===== src/rtl/cdb_result_queue.sv =====
// Result holding FIFO between one functional unit and the CDB arbiter.
// Optional feature: define RESULT_BYPASS_EN for same-cycle bypass on an idle queue.
module cdb_result_queue #(
  parameter int WIDTH = 31,
  parameter int ROB   = 2,
  parameter int DEPTH = 4
) (
  input  logic                     clk,
  input  logic                     clear,
  input  logic                     flush,
  input  logic                     fuValid,
  input  logic [WIDTH:0]           fuResult,
  input  logic [ROB:0]             fuRob,
  output logic                     fuReady,
  output logic                     cdbRequest,
  output logic [WIDTH:0]           cdbResult,
  output logic [ROB:0]             cdbRob,
  input  logic                     cdbGrant,
  output logic [$clog2(DEPTH):0]   count
);

  localparam int PW = $clog2(DEPTH);
  localparam int EW = WIDTH + ROB + 2;
  localparam logic [PW:0] FULL_COUNT = (PW + 1)'(DEPTH);

  logic [EW-1:0]   mem_r [DEPTH];
  logic [PW-1:0]   rd_ptr_r;
  logic [PW-1:0]   wr_ptr_r;
  logic [PW:0]     count_r;
  logic [EW-1:0]   head_s;
  logic            bypass_s;
  logic            enq_s;
  logic            deq_s;
  logic            held_s;

  assign held_s  = (count_r != {(PW + 1){1'b0}});
  assign fuReady = (count_r != FULL_COUNT);
  assign count   = count_r;
  assign head_s  = mem_r[rd_ptr_r];

`ifdef RESULT_BYPASS_EN
  assign bypass_s = fuValid && !held_s && !flush && !clear;
`else
  assign bypass_s = 1'b0;
`endif

  // A bypassed result that is granted immediately never touches storage.
  assign enq_s = fuValid && fuReady && !flush && !clear && !(bypass_s && cdbGrant);
  assign deq_s = cdbGrant && held_s && !flush && !clear;

  // Arbiter-facing head view: stored head, bypassed FU result, or zeros.
  always_comb begin
    cdbRequest = 1'b0;
    cdbResult  = {(WIDTH + 1){1'b0}};
    cdbRob     = {(ROB + 1){1'b0}};
    if (held_s) begin
      cdbRequest = 1'b1;
      cdbResult  = head_s[EW-1:ROB+1];
      cdbRob     = head_s[ROB:0];
    end else if (bypass_s) begin
      cdbRequest = 1'b1;
      cdbResult  = fuResult;
      cdbRob     = fuRob;
    end else begin
      cdbRequest = 1'b0;
    end
  end

  // Entry storage; contents are only meaningful below count, so no reset.
  always_ff @(posedge clk) begin
    if (enq_s) begin
      mem_r[wr_ptr_r] <= {fuResult, fuRob};
    end
  end

  // Pointer and occupancy update; clear and flush both empty the queue.
  always_ff @(posedge clk) begin
    if (clear || flush) begin
      rd_ptr_r <= {PW{1'b0}};
      wr_ptr_r <= {PW{1'b0}};
      count_r  <= {(PW + 1){1'b0}};
    end else begin
      if (enq_s) begin
        wr_ptr_r <= wr_ptr_r + 1'b1;
      end
      if (deq_s) begin
        rd_ptr_r <= rd_ptr_r + 1'b1;
      end
      case ({enq_s, deq_s})
        2'b10:   count_r <= count_r + 1'b1;
        2'b01:   count_r <= count_r - 1'b1;
        default: count_r <= count_r;
      endcase
    end
  end

endmodule


===== config.mk =====
export PLATFORM = sky130hd
export DESIGN_NAME = cdb_result_queue
export DESIGN_NICKNAME = d
export VERILOG_FILES = /design/src/rtl/cdb_result_queue.sv
export SDC_FILE = /design/constraint.sdc
export NUM_CORES = 1
export LEC_CHECK = 0
export ABC_AREA = 1
export CORE_ASPECT_RATIO = 1.4
export CORE_MARGIN = 2
export CORE_UTILIZATION = 40
export CTS_CLUSTER_SIZE = 12
export DETAILED_ROUTE_END_ITERATION = 12
export SLEW_MARGIN = 20
export SYNTH_ARGS = -nofsm -noshare
export SYNTH_HDL_FRONTEND = slang
export SYNTH_SLANG_ARGS = --single-unit

===== constraint.sdc =====
create_clock -name clk -period 9.95 [get_ports clk]
set_clock_uncertainty 0.2 [all_clocks]
set_input_delay 1.99 -clock clk [delete_from_list [all_inputs] [get_ports clk]]
set_output_delay 1.99 -clock clk [all_outputs]
set_load 0.005 [all_outputs]

; ---- Word level (Yosys, flattened, before mapping)
; Memory sizes are Yosys's and may differ from the RTL's. A register that Yosys moved wholly into a read port is not among the register bits.
; Index checks and enable logic that the tools add are counted.
[op_classes]
add_sub_neg = 4
eq_ne = 3
mux = 8
reduce_logical = 11
[ops]
columns = op, n
row1 = two-way mux 32 bit, 1
row2 = logical AND 1 bit, 6
row3 = one-hot mux 3 bit (2 select lines), 1
row4 = "adder 2 x 1 -> 2 bit, second input constant", 2
row5 = two-way mux 2 bit, 2
row6 = "adder 3 x 1 -> 3 bit, second input constant", 1
row7 = two-way mux 1 bit, 3
row8 = two-way mux 3 bit, 1
row9 = "!= test 3 bit, second input constant", 1
row10 = nonzero test 3 bit, 1
row11 = "subtractor 3 x 1 -> 3 bit, second input constant", 1
row12 = "== test 2 x 1 -> 1 bit, second input constant", 1
row13 = "== test 2 bit, second input constant", 1
row14 = zero test 1 bit, 2
row15 = nonzero test 2 bit, 1
row16 = logical OR 1 bit, 1
[word_totals]
ff_bits = 7
ramBits = 140
inputBits = 40
out_inout_bits = 40
elab_cells = 30
n_memories = 1
[mem_list]
columns = memory, depth, width, rd, rd_ports_with_merged_regs, wr, line
row1 = mem_r, 4, 35, 1, 1, 1, 26  ; logic [EW-1:0] mem_r [DEPTH];

; ---- Longest topological paths before layout
[depth]
depth_word = 6
ltp_mapped = 14
mapped_depth_nobuf = 14

; ---- Least setup slack after synthesis
; OpenSTA, ideal clock, no wires.
[synth_timing]
path_type = input port to flip-flop
startpoint = input clear
endpoint = memory mem_r[0][0] in the netlist's numbering, enable pin
setup_ns = 0.427
t_arrival_ns = 3.891
t_required_ns = 9.323
path_slack_ns = 5.431
stages = 5
n_path_buf = 0
cell_sequence = inv_1 -> nand2_1 -> inv_1 -> nand3_1 -> nor2_1
[synth_via]
elab_chain_cells = 4
[synth_rtl]
columns = element, line
row1 = from (decl), 9  ; input logic clear,
row2 = zero test 1 bit, 48  ; assign enq_s = fuValid && fuReady && !flush && !clear && !(bypass_s && cdbGrant);
row3 = logical AND 1 bit, 48
row4 = two-way mux 1 bit, 71  ; if (enq_s) begin
row5 = two-way mux 1 bit (implied by the code), 72  ; mem_r[wr_ptr_r] <= {fuResult, fuRob};
row6 = to (decl), 26
; Every way passes these cells.

==> reports/metrics.csv <==
stage;metric;value;unit
outcome;outcome;finished clean;
layout;fin_cells;766;
timing;maxSlewViolCount;0;
grt;grt_pass1_vias;3850;
power_and_ir_drop;vdd_drop_max;111;uV
layout;fill_cells;1233;
routing;postRouteAntennaNets;0;
timing;min_period;5.57;ns
worst_setup_path;r2r_setup_slack;7.53;ns
floorplan;initial_core_util;0.410;
grt;grtUsageTotal;0.161;
floorplan;core;14500;um^2
logic_synthesis;synthSimpleGateAreaFrac;0.110;
layout;n_antenna_cell;0;
layout;drive_above_1_share;0.0815;
grt;grt_antenna_before_repair;0;
logic_synthesis;synthAdderAreaFrac;0.0139;
power_and_ir_drop;power.total;1.41;mW
placement;globalplace.congestion;0.753;
placement;place_area;6850;um^2
worst_setup_path;end_kind;primary output;
power_and_ir_drop;p_leak;2.59;nW
routing;met2_length;6.66;mm
routing;routed_wirelength;12.3;mm
worst_setup_path;cp_num_buf_inv;3;
power_and_ir_drop;power_density;186;nW/um^2
clocking;cts.repair.resized;0;
floorplan;num_rows;52;
grt;grt_pass1_wl;19.3;mm
placement;dp_cells;731;
routing;drt_iter0_drc;203;
worst_setup_path;critPathLaunchType;register;
worst_setup_path;cp_max_fo;71;
grt;grt_max_degree;72;
worst_hold_path;min_path_type;register to register;
timing;final.setup.tns;0;ns
layout;nNetsFinal;610;
worst_setup_path;reg2reg_to;count[2];
worst_setup_path;path_cells;buf_4 > clkinv_2 > o21ai_0 > a21oi_1 > clkdlybuf4s50_1;
routing;num_vias;3762;
clocking;cts_buffer_depth;2;
routing;dr.pass1.iters;4;
clocking;htreeDepth;4;
timing;setup_viol;0;
timing;max_freq;0.179;GHz
clocking;cts_tree;built;
worst_setup_path;arrival;3.38;ns
logic_synthesis;synth_warnings;0;
layout;final_cell_area;7560;um^2
logic_synthesis;synth_cells;486;
routing;route.detailed.drc;0;
clocking;cts_num_sinks;149;
timing;tightest_slew;0.879;ns
worst_setup_path;slowest_delay;0.91;ns
worst_setup_path;ff2ff_path_depth;12;
worst_setup_path;cp_slowest_cell;clkinv_2;
grt;overflow;0;
routing;routedWlPerCell;16.0;um
logic_synthesis;syn_nets;532;
placement;io_buffers;79;
timing;slew_headroom;0.413;
floorplan;io_pins;80;
floorplan;fp.dieArea;15900;um^2
logic_synthesis;yosys-mux-area-fraction;0;
logic_synthesis;synth-compound-area-share;0.0950;
clocking;post_cts_buffers;0;
clocking;clk_pin_slew;0.06;ns
routing;routed.top_layer;met4;
logic_synthesis;ys_seq_area_frac;0.737;
logic_synthesis;synth_top_family_by_area;simple AND/OR/NAND/NOR gates;
worst_hold_path;hp-start;rd_ptr_r[1];
timing;hold_ws;0.305;ns
logic_synthesis;ys_seq_elements;149;
logic_synthesis;yosysUniqueCellTypes;17;
worst_setup_path;cpLargestDelayFamily;buffers and inverters;
worst_setup_path;worstReg2RegStart;count[0];
timing;final-hold-violation-count;0;
floorplan;die_w;107;um
clocking;cts_hold_repair.buffers;0;
layout;syn2layout_area_growth;27.1;%
floorplan;die_h;148;um
routing;wirelength_met1;4.95;mm
placement;dpl.hpwl;7.00;mm
timing;rsz0062_at_grt;false;
worst_setup_path;critPathKind;register to primary output;
routing;wl_met3;544;um
worst_hold_path;holdPathStages;2;
worst_setup_path;cp.required;7.76;ns
clocking;cts-buffers-inserted;17;
clocking;worstSkewPairLatency;0.42;ns
flow_run;maxCapViolCount;0;
logic_synthesis;syn_avg_cell_area;12.2;um^2
clocking;clockRootBuffer;clkbuf_16;
logic_synthesis;synth_xor_area_frac;0;
routing;routed_via_density;4.91;
logic_synthesis;netlist_area;5950;um^2
timing;final.period_utilization;0.560;
-- routing by layer --
layer  GRT usage  vias up
li1            -     1846
met3      0.0447        9
met4      0.0506        0
met1       0.185     1831
met2       0.289       76
met5           0        -
-- worst min-delay path, stage by stage (launching register included) --
cell     delay [ns]
dfxtp_1        0.32
nand2_1        0.07
a21oi_1        0.07
-- where the power goes --
part / internal (mW) / switching (mW)
clock network: 0.422 / 0.239
logic: 0.0260 / 0.0254
registers: 0.692 / 0.00171
total: 1.14 / 0.267
-- placed cells by master (no fill, tap or decap) --
cell type        count
inv_1               19
clkinv_2             4
inv_2                2
a21oi_1             40
clkbuf_8             2
nand3_2              1
clkinv_4             2
dfxtp_2              2
dfxtp_1              7
nor2_4               4
nand3_1              6
clkinvlp_4           2
fa_1                 1
buf_16               1
o21ai_0             51
o21ai_1             22
nand2_1             13
edfxtp_1           140
ha_1                 5
buf_12               2
clkdlybuf4s50_1     79
nor2_1             147
buf_4                2
clkbuf_16           23
-- flip-flops by register name, summed over array words and instances (netlist names), named ones only --
register and flops:
count 3, mem_r 140, rd_ptr_r 2, wr_ptr_r 2
-- final cells by class --
cell class / count / area, um^2 / share of cell area
Clock inverter: 7 / 47.5 / 0.00629
Sequential cell: 149 / 4390 / 0.580
Inverter: 22 / 83.8 / 0.0111
Multi-Input combinational cell: 290 / 1330 / 0.176
Clock buffer: 25 / 603 / 0.0797
Timing Repair Buffer: 84 / 873 / 0.115
Tap cell: 189 / 236 / 0.0313
-- synthesized netlist by cell type (all sizes together) --
cell type / instances / area share
a21oi: 40 / 0.034
buf: 18 / 0.025
clkbuf: 7 / 0.0059
dfxtp: 9 / 0.030
edfxtp: 140 / 0.71
fa: 1 / 0.0034
ha: 5 / 0.011
inv: 22 / 0.014
nand2: 13 / 0.0082
nand3: 7 / 0.0067
nor2: 151 / 0.095
o21ai: 73 / 0.061
-- per-stage QoR --
| stage | worst slack [ns] | utilization |
|---|---|---|
| after global routing | 4.07 | 0.521 |
| final | 4.38 | 0.521 |
| after floorplan | 5.43 | - |
| after detailed placement | 5.08 | 0.472 |
| after CTS | 4.62 | 0.517 |
| after global placement | 5.21 | 0.472 |
-- kinds of logic after synthesis --
family                     count (synthesis)
adders and majority gates                  6
buffers and inverters                     47
DFF                                      149
AOI/OAI and AO/OA                        113
and+or+nand+nor                          171
-- worst max-delay path by stage --
stage / start / endpoint / slack [ns] / cells past startpoint
2_1_floorplan: clear / mem_r[0][0] / 5.43 / 5
3_3_place_gp: register / cdbResult[10] / 5.21 / 5
3_5_place_dp: register / cdbResult[22] / 5.08 / 5
4_1_cts: register / cdbResult[22] / 4.62 / 5
5_1_grt: register / cdbResult[22] / 4.07 / 5
6_report: register / cdbResult[22] / 4.38 / 5
No activity file was read; power rests on OpenSTA's default activity.
